<file path="src/rtl/switch_debounce.sv">
// Per-bit switch debouncer: two-flop synchronizer, shared sample prescaler, and a per-bit
// counter of consecutive differing samples. Produces registered rise/fall pulses.
module switch_debounce #(
    parameter int unsigned WIDTH        = 8,
    parameter int unsigned TICK_DIV     = 10000,
    parameter int unsigned STABLE_TICKS = 4
) (
    input  logic             clk,
    input  logic             rst_n,
    input  logic             ena,
    input  logic [WIDTH-1:0] sw_in,
    output logic [WIDTH-1:0] sw_out,
    output logic [WIDTH-1:0] rise,
    output logic [WIDTH-1:0] fall,
    output logic             tick
);

    localparam int unsigned PW = (TICK_DIV > 1) ? $clog2(TICK_DIV) : 1;
    localparam int unsigned CW = $clog2(STABLE_TICKS + 1);
    localparam logic [PW-1:0] PresMax = PW'(TICK_DIV - 1);

    logic [WIDTH-1:0]         sync1_q, sync2_q;
    logic [PW-1:0]            presc_q, presc_d;
    logic [WIDTH-1:0][CW-1:0] cnt_q, cnt_d;
    logic [WIDTH-1:0]         out_q, out_d;
    logic [WIDTH-1:0]         rise_q, rise_d;
    logic [WIDTH-1:0]         fall_q, fall_d;
    logic                     tick_w;

    assign tick_w = ena && (presc_q == PresMax);

    always_comb begin
        presc_d = presc_q;
        if (ena) begin
            presc_d = (presc_q == PresMax) ? '0 : presc_q + PW'(1);
        end
    end

    always_comb begin
        cnt_d  = cnt_q;
        out_d  = out_q;
        rise_d = '0;
        fall_d = '0;
        if (tick_w) begin
            for (int unsigned i = 0; i < WIDTH; i++) begin
                if (sync2_q[i] == out_q[i]) begin
                    // An agreeing sample cancels any pending change.
                    cnt_d[i] = '0;
                end else if (32'(cnt_q[i]) + 32'd1 >= STABLE_TICKS) begin
                    cnt_d[i]  = '0;
                    out_d[i]  = sync2_q[i];
                    rise_d[i] = sync2_q[i];
                    fall_d[i] = ~sync2_q[i];
                end else begin
                    cnt_d[i] = cnt_q[i] + CW'(1);
                end
            end
        end
    end

    always_ff @(posedge clk or negedge rst_n) begin
        if (!rst_n) begin
            sync1_q <= '0;
            sync2_q <= '0;
            presc_q <= '0;
            cnt_q   <= '0;
            out_q   <= '0;
            rise_q  <= '0;
            fall_q  <= '0;
        end else begin
            sync1_q <= sw_in;
            sync2_q <= sync1_q;
            presc_q <= presc_d;
            cnt_q   <= cnt_d;
            out_q   <= out_d;
            rise_q  <= rise_d;
            fall_q  <= fall_d;
        end
    end

    assign sw_out = out_q;
    assign rise   = rise_q;
    assign fall   = fall_q;
    assign tick   = tick_w;

endmodule

</file>
<file path="config.mk">
export PLATFORM = sky130hd
export DESIGN_NAME = switch_debounce
export DESIGN_NICKNAME = d
export VERILOG_FILES = /design/src/rtl/switch_debounce.sv
export SDC_FILE = /design/constraint.sdc
export NUM_CORES = 1
export LEC_CHECK = 0
export ABC_CLOCK_PERIOD_IN_PS = 3520
export BUFFER_PORTS_ARGS = -buffer_cell sky130_fd_sc_hd__buf_2
export CAP_MARGIN = 20
export CORE_MARGIN = 1.5
export CORE_UTILIZATION = 40
export DETAILED_ROUTE_END_ITERATION = 8
export GPL_TIMING_DRIVEN = 0
export PLACE_DENSITY = 0.59
export REMOVE_ABC_BUFFERS = 1
export SLEW_MARGIN = 20
export SYNTH_ARGS = -nofsm -noshare
export SYNTH_HDL_FRONTEND = slang
export SYNTH_SLANG_ARGS = --single-unit
</file>
<file path="constraint.sdc">
create_clock -name clk -period 3.52 [get_ports clk]
set_input_delay 0.176 -clock clk [delete_from_list [all_inputs] [get_ports clk]]
set_output_delay 0.176 -clock clk [all_outputs]
set_load 0.01 [all_outputs]
</file>
# Word-level counts from Yosys, hierarchy flattened
# Cells that the tools add are included.
# totals
regBits	78
latchBits	0
ramBits	0
rom_bits	0
inputBits	11
output_inout_bits	25
word_cells	131
mem_count	0
# op_classes
n_addsub	17
multipliers	0
n_div	0
n_lt_le_gt_ge	8
n_eq_ne	9
shifts	0
n_mux	51
n_bitwise	16
reduce_logical	9
# op_table
op	n
$mux 3	16
$add 3x1->4 const B	8
$ge 4x3->1 const B	8
$mux 1	32
$add 3x1->3 const B	8
$reduce_and 3->1	8
$mux 8	2
$not 1->1	16
$add 14x1->14 const B	1
$eq 14x14->1 const B	1
$mux 14	1
$eq 1x1->1	8
$logic_and 1x1->1	1

# Logic depth before layout (Yosys ltp)
# Gate-level depths: netlist of the first run.
# logic_depth
ltp_word	5
ltp_mapped	7
mapped_depth_nobuf	6

# Least setup slack after synthesis of the first run
# Ideal clock, no wire load.
# synth_timing
path_kind	reg-to-reg
from	reg presc_q[0]
to	reg out_q[2] (netlist: sw_out[2])
setup_ns	0.125
arrival_ns	1.585
t_required_ns	3.395
setup_slack_ns	1.810
path_stages_with_launch	7
path_buffers	0
period_less_slack_ns	1.710
cell_sequence	dfrtp_1 > ha_1 > and4bb_2 > nand4_2 > clkinv_2 > nand3_1 > mux2_2
# synth_via
elab_chain_cells	3
# synth_lines
element	line	source
from (decl)	23	logic [PW-1:0] presc_q, presc_d;
from (signal assigned)	73	presc_q <= presc_d;
$eq 14x14->1	30	assign tick_w = ena && (presc_q == PresMax);
$logic_and 1x1->1	30	
named net tick	15	output logic tick
$reduce_and 3->1 (no line)	-	
to (signal assigned)	75	out_q <= out_d;
to (decl)	25	logic [WIDTH-1:0] out_q, out_d;
# The timed path passes the listed nets, and every way through them passes these cells.
# A chain may end at the register's enable or synchronous reset.

# Worst setup path in the final report of the first run
# layout_timing
from	reg presc_q[0]
to	out tick
# layout_via
elab_chain_cells	2
# layout_lines
element	line
$eq 14x14->1	30
$logic_and 1x1->1	30
to (decl)	15
# No other way between the ends.

==> run metrics, run 1 <==
outcome finished, final reports clean; drt total wl 4980 µm; Pre-antenna DRT Iters 4; number of global-route vias before repair 1949; worst-margin pin slew 788 ps; # H-tree levels 3; post-place setup slack 946 ps; root buffer cell clkbuf_8; area growth from synthesis to layout 18.0%; Finished Layout Cells 428; Post-synth ARST share 1.00; critical path class flip-flop to output port; Worst setup EP type output port; initial antenna violation count 0; Core ar. 7730 µm²; Synth Area per Inst 11.9 µm²; Slew Viols, Final 0; Num CTS Buffers 9; Post-DP HPWL 3220 µm; setup TNS 0 ps; # diodes 0; Final #Nets 341; final worst slack 887 ps; register area 1950 µm²; WL/cell 11.6 µm; Synth top area share 0.611; Post-synth EDFFs 0; worst hold slack 95.2 ps; Setup Skew 14.7 ps; number of port buffers 35; RSZ-0062 raised after global routing false; minimum clock period 2630 ps; MaxCap Viol Count 0; #FFs+latches synth 78; total power 0.00164 W; Max FO, Critical Path 35; via count 2010; Clock Path Buffers 2; CTS Hold Bufs 9; Setup-failing EPs final 0; Worst Path Required 3340 ps; Netlist cell types 34; die height 92.4 µm; routability cong. 0.745; Post-Syn Area 3190 µm²; DP Cell Count 403; Vias/cell 4.70; layout cell share with drive strength beyond 1 0.184; grt ovf 0; fin crit share 0.748; YS warnings 0; Slew Limit Headroom 0.473; CP startpoint kind flip-flop; drt initial violations 51; slowest cell delay on critical path 620 ps; io pins 36; top cells by area, synth dfrtp_1, xor2_1, nor3b_1; count leader, synth dfrtp_1; Slowest-stage cell, CP nand4_2; top post-synthesis cells by count dfrtp_1, nand2_1, o21ai_0, nor2_1, nor3b_1; Buf+Inv Stages, Crit Path 2; Synth area leader dfrtp_1; Reg clk slew, reported paths 70 ps; clk_lat worst skew 350 ps; leakage 1.85 nW; Multi-input gate area 1190 µm²; Rows 32; sequential area share after synthesis 0.611; die area 8530 µm²; CTS tree yes; Synth Flop Type dfrtp_1; VDD IR-drop max 0.178 mV; Max Clock Freq 380 MHz; CP arrival 2460 ps; GRT Total Usage 0.134; Post-CTS Setup Bufs 0; Final ANT Viol Nets 0; first-pass GRT wire length 8830 µm; worst min-delay path class input port to flip-flop; endpoints failing hold 0; DR DRC count 0; Starting Density 0.413; Layout fillers 701; cell breakdown of the critical path ha_1 > and4bb_2 > nand4_2 > clkinv_2 > buf_2; cts repair resizes 0; chip width 92.4 µm; CP delay by family, top simple AND/OR/NAND/NOR gates; Clock Sinks 78; P per Cell Area 436 nW/µm²; largest net degree at the start of global routing 47; Gate Count Post-Synth 268
==> through the flow <==
stage / instance area, µm² / util
finish: 3770 / 0.488
global route: 3770 / 0.488
CTS: 3770 / 0.488
detailed placement: 3510 / 0.455
global placement: 3480 / 0.451
floorplan: 3180 / -
==> cell families after synthesis <==
family,after synthesis,share of synthesized area
xor+xnor,19,0.0521
fa+ha+maj,9,0.0353
flops,78,0.611
mux,9,0.0313
compound gates,34,0.0654
simple gates,105,0.187
buf+inv,14,0.0176
==> routing by layer <==
layer  up-vias  wire length, µm  global-route usage
met5         -                0                   0
met4         0              138              0.0808
met3        10              164              0.0320
met2        31             2190               0.202
met1       944             2480               0.175
li1       1025                -                   -
==> state kept, by name, summed over array words and instances, names as in the netlist <==
name,count
presc_q,14
sw_out,8
sync1_q,8
cnt_q,24
rise,8
sync2_q,8
fall,8
==> power by group <==
| group | total, W | internal [W] | switching (W) |
|---|---|---|---|
| sequential | 0.000973 | 0.000931 | 0.0000420 |
| clock | 0.000573 | 0.000250 | 0.000322 |
| combinational | 0.0000959 | 0.0000469 | 0.0000490 |
| total | 0.00164 | 0.00123 | 0.000413 |
==> area by class of cell <==
cell class	count	share of cell area
inverter	11	0.0113
clock buffer	9	0.0329
sequential	78	0.518
multi-input combinational	176	0.315
timing repair buffer	45	0.0784
tap	102	0.0339
clock inverter	7	0.0110
==> worst reg2reg max path, stage by stage (launching register included) <==
cell and delay (ps):
dfrtp_1 380, ha_1 210, and4bb_2 250, nand4_2 620, clkinv_2 460, nand3_1 190, mux2_2 300
==> cell usage in the layout, fill, tap and decap left out, types with 8 or more instances in the layout <==
cell	n
a21o_1	8
and2_1	9
buf_2	34
clkbuf_8	9
dfrtp_1	78
dlygate4sd3_1	9
ha_1	9
inv_1	10
nand2_1	28
nand3_1	12
nor2_1	16
nor3b_1	16
o21ai_0	17
xor2_1	14
==> worst paths after layout <==
| kind | from | to | slack, ps | cells after the start |
|---|---|---|---|---|
| hold reg to reg | sync1_q[3] | sync2_q[3] | 350 | 0 |
| setup reg to reg | presc_q[0] | sw_out[7] | 1010 | 6 |
| min in group asynchronous | rst_n | sync1_q[7] | 310 | 2 |
| setup / recovery | presc_q[0] | tick | 890 | 5 |
| hold / removal | ena | presc_q[0] | 100 | 2 |
| max in group asynchronous | rst_n | presc_q[9] | 2650 | 3 |
No activity file was read; power rests on OpenSTA's default activity.
==> inputs of run 2 (changes only) <==
Settings changed: ABC_CLOCK_PERIOD_IN_PS 3520 to 2700.
Clock period 3.52 ns to 2.7 ns, I/O delays scaled along.
==> run 2 against run 1 <==
Largest power group unchanged. Total power up 30%. Wire length increased by 0.74%. Die area stayed put.
==> run metrics, run 2 (synthesis gave the netlist of run 1 again) <==
setup TNS 0 ps (unchanged); Max FO, Critical Path 35 (unchanged); commonest non-fill, non-tap cell in the layout dfrtp_1; Reg clk slew, reported paths 70 ps (about the same); largest registers cnt_q x24, presc_q x14; P per Cell Area 567 nW/µm² (+30%); post-place setup slack 126 ps (-820 ps); VDD IR-drop max 0.232 mV (+31%); minimum clock period 2270 ps; drt total wl 5020 µm (+0.74%); CP startpoint kind flip-flop; worst min-delay path class input port to flip-flop; Worst Path Required 2570 ps (-770 ps); routability cong. 0.745 (unchanged); Hold Path Stages 2 (unchanged); Final #Nets 341 (unchanged); Rows 32 (unchanged); Most flops, register cnt_q; clk_lat worst skew 350 ps (about the same); largest net degree at the start of global routing 47 (unchanged); Setup Skew 16.1 ps (+1.39 ps); io pins 36 (unchanged); CTS tree yes; total power 0.00214 W (+30%); Worst setup EP type output port; critical path class flip-flop to output port; via count 2013 (+0.15%); worst-margin pin slew 462 ps (-326 ps); MaxCap Viol Count 0 (unchanged); Post-CTS Setup Bufs 0 (unchanged); leakage 1.86 nW (+0.42%); Pre-antenna DRT Iters 4 (unchanged); most frequent cells in the layout dfrtp_1, buf_2, nand2_1; die area 8530 µm² (unchanged); CP arrival 2130 ps (-330 ps); initial antenna violation count 0 (unchanged); Vias/cell 4.70 (+0.15%); root buffer cell clkbuf_8; GRT Total Usage 0.134 (unchanged); final worst slack 433 ps (-453 ps); fin crit share 0.840; Clock Path Buffers 2 (unchanged); DR DRC count 0 (unchanged); max FFs per register 24 (unchanged); reg2reg path depth 6 (unchanged); # H-tree levels 3 (unchanged); Num CTS Buffers 9 (unchanged); Slew Viols, Final 0 (unchanged); first-pass GRT wire length 8830 µm (unchanged); Slew Limit Headroom 0.692 (+0.218); Starting Density 0.413 (unchanged); register area 1950 µm² (unchanged); layout cell share with drive strength beyond 1 0.184 (unchanged); number of port buffers 35 (unchanged); Max Clock Freq 441 MHz; Setup-failing EPs final 0 (unchanged); number of global-route vias before repair 1949 (unchanged); WL/cell 11.7 µm (+0.74%); Multi-input gate area 1190 µm² (+0.74%); RSZ-0062 raised after global routing false; outcome finished, final reports clean; Clock Sinks 78 (unchanged); Finished Layout Cells 428 (unchanged); fin util 0.489 (+0.00113); drt initial violations 53 (+3.9%); area growth from synthesis to layout 18.3%; chip width 92.4 µm (unchanged); Final ANT Viol Nets 0 (unchanged); endpoints failing hold 0 (unchanged); Post-DP HPWL 3220 µm (unchanged); Layout fillers 699 (-0.29%); die height 92.4 µm (unchanged); grt ovf 0 (unchanged); Core ar. 7730 µm² (unchanged); # diodes 0 (unchanged); DP Cell Count 403 (unchanged)
[run 2: cell count changes in the layout (fill, tap and decap cells not counted)]
cell     before  now
nand4_2       1    0
nand4_4       0    1
[run 2: per-stage QoR]
step / hold slack, ps / cell area (µm²)
final: 55.8 / 3780
after global routing: 67.6 / 3780
after CTS: 27.4 / 3770
after detailed placement: 119 / 3510
after global placement: 243 / 3480
after floorplan: -161 / 3180
[run 2: critical path: stages (launching register included)]
cell and delay, ps:
dfrtp_1 470, nor4b_4 350, nand4_4 430, clkinv_2 340, buf_2 180
[run 2: layout make-up]
type	count	share of cell area
clock buffers	9	0.0328
clock inverters	7	0.0109
inverters	11	0.0113
multi-input cells	176	0.316
flip-flops and latches	78	0.517
well taps	102	0.0338
repair buffers	45	0.0782
[run 2: final timing paths]
check	slack [ps]	to	start
max in group asynchronous	1870	presc_q[9]	rst_n
max reg2reg	510	sw_out[7]	presc_q[0]
max	430	tick	presc_q[4]
min	60	presc_q[0]	ena
min in group asynchronous	270	sync1_q[7]	rst_n
min reg2reg	350	sync2_q[3]	sync1_q[3]
[run 2: layer usage]
metal | GRT usage | up-vias | wire length (µm)
li1 | - | 1023 | -
met1 | 0.175 | 950 | 2490
met2 | 0.202 | 31 | 2240
met3 | 0.0320 | 9 | 163
met4 | 0.0808 | 0 | 116
met5 | 0 | - | 0
[run 2: repair_timing]
| action | CTS | global route |
|---|---|---|
| hold buffers | 9 | 0 |
| gates resized for setup | 0 | 1 |
| setup endpoints to repair | 0 | 3 |
| endpoints found under the hold margin | 40 | 0 |
[run 2: power breakdown]
group          leakage [nW]  total, W  internal, W  switching, W
combinational         0.732  0.000126    0.0000612     0.0000647
sequential             1.04   0.00127      0.00121     0.0000548
clock                0.0885  0.000746     0.000327      0.000419
total                  1.86   0.00214      0.00160      0.000539
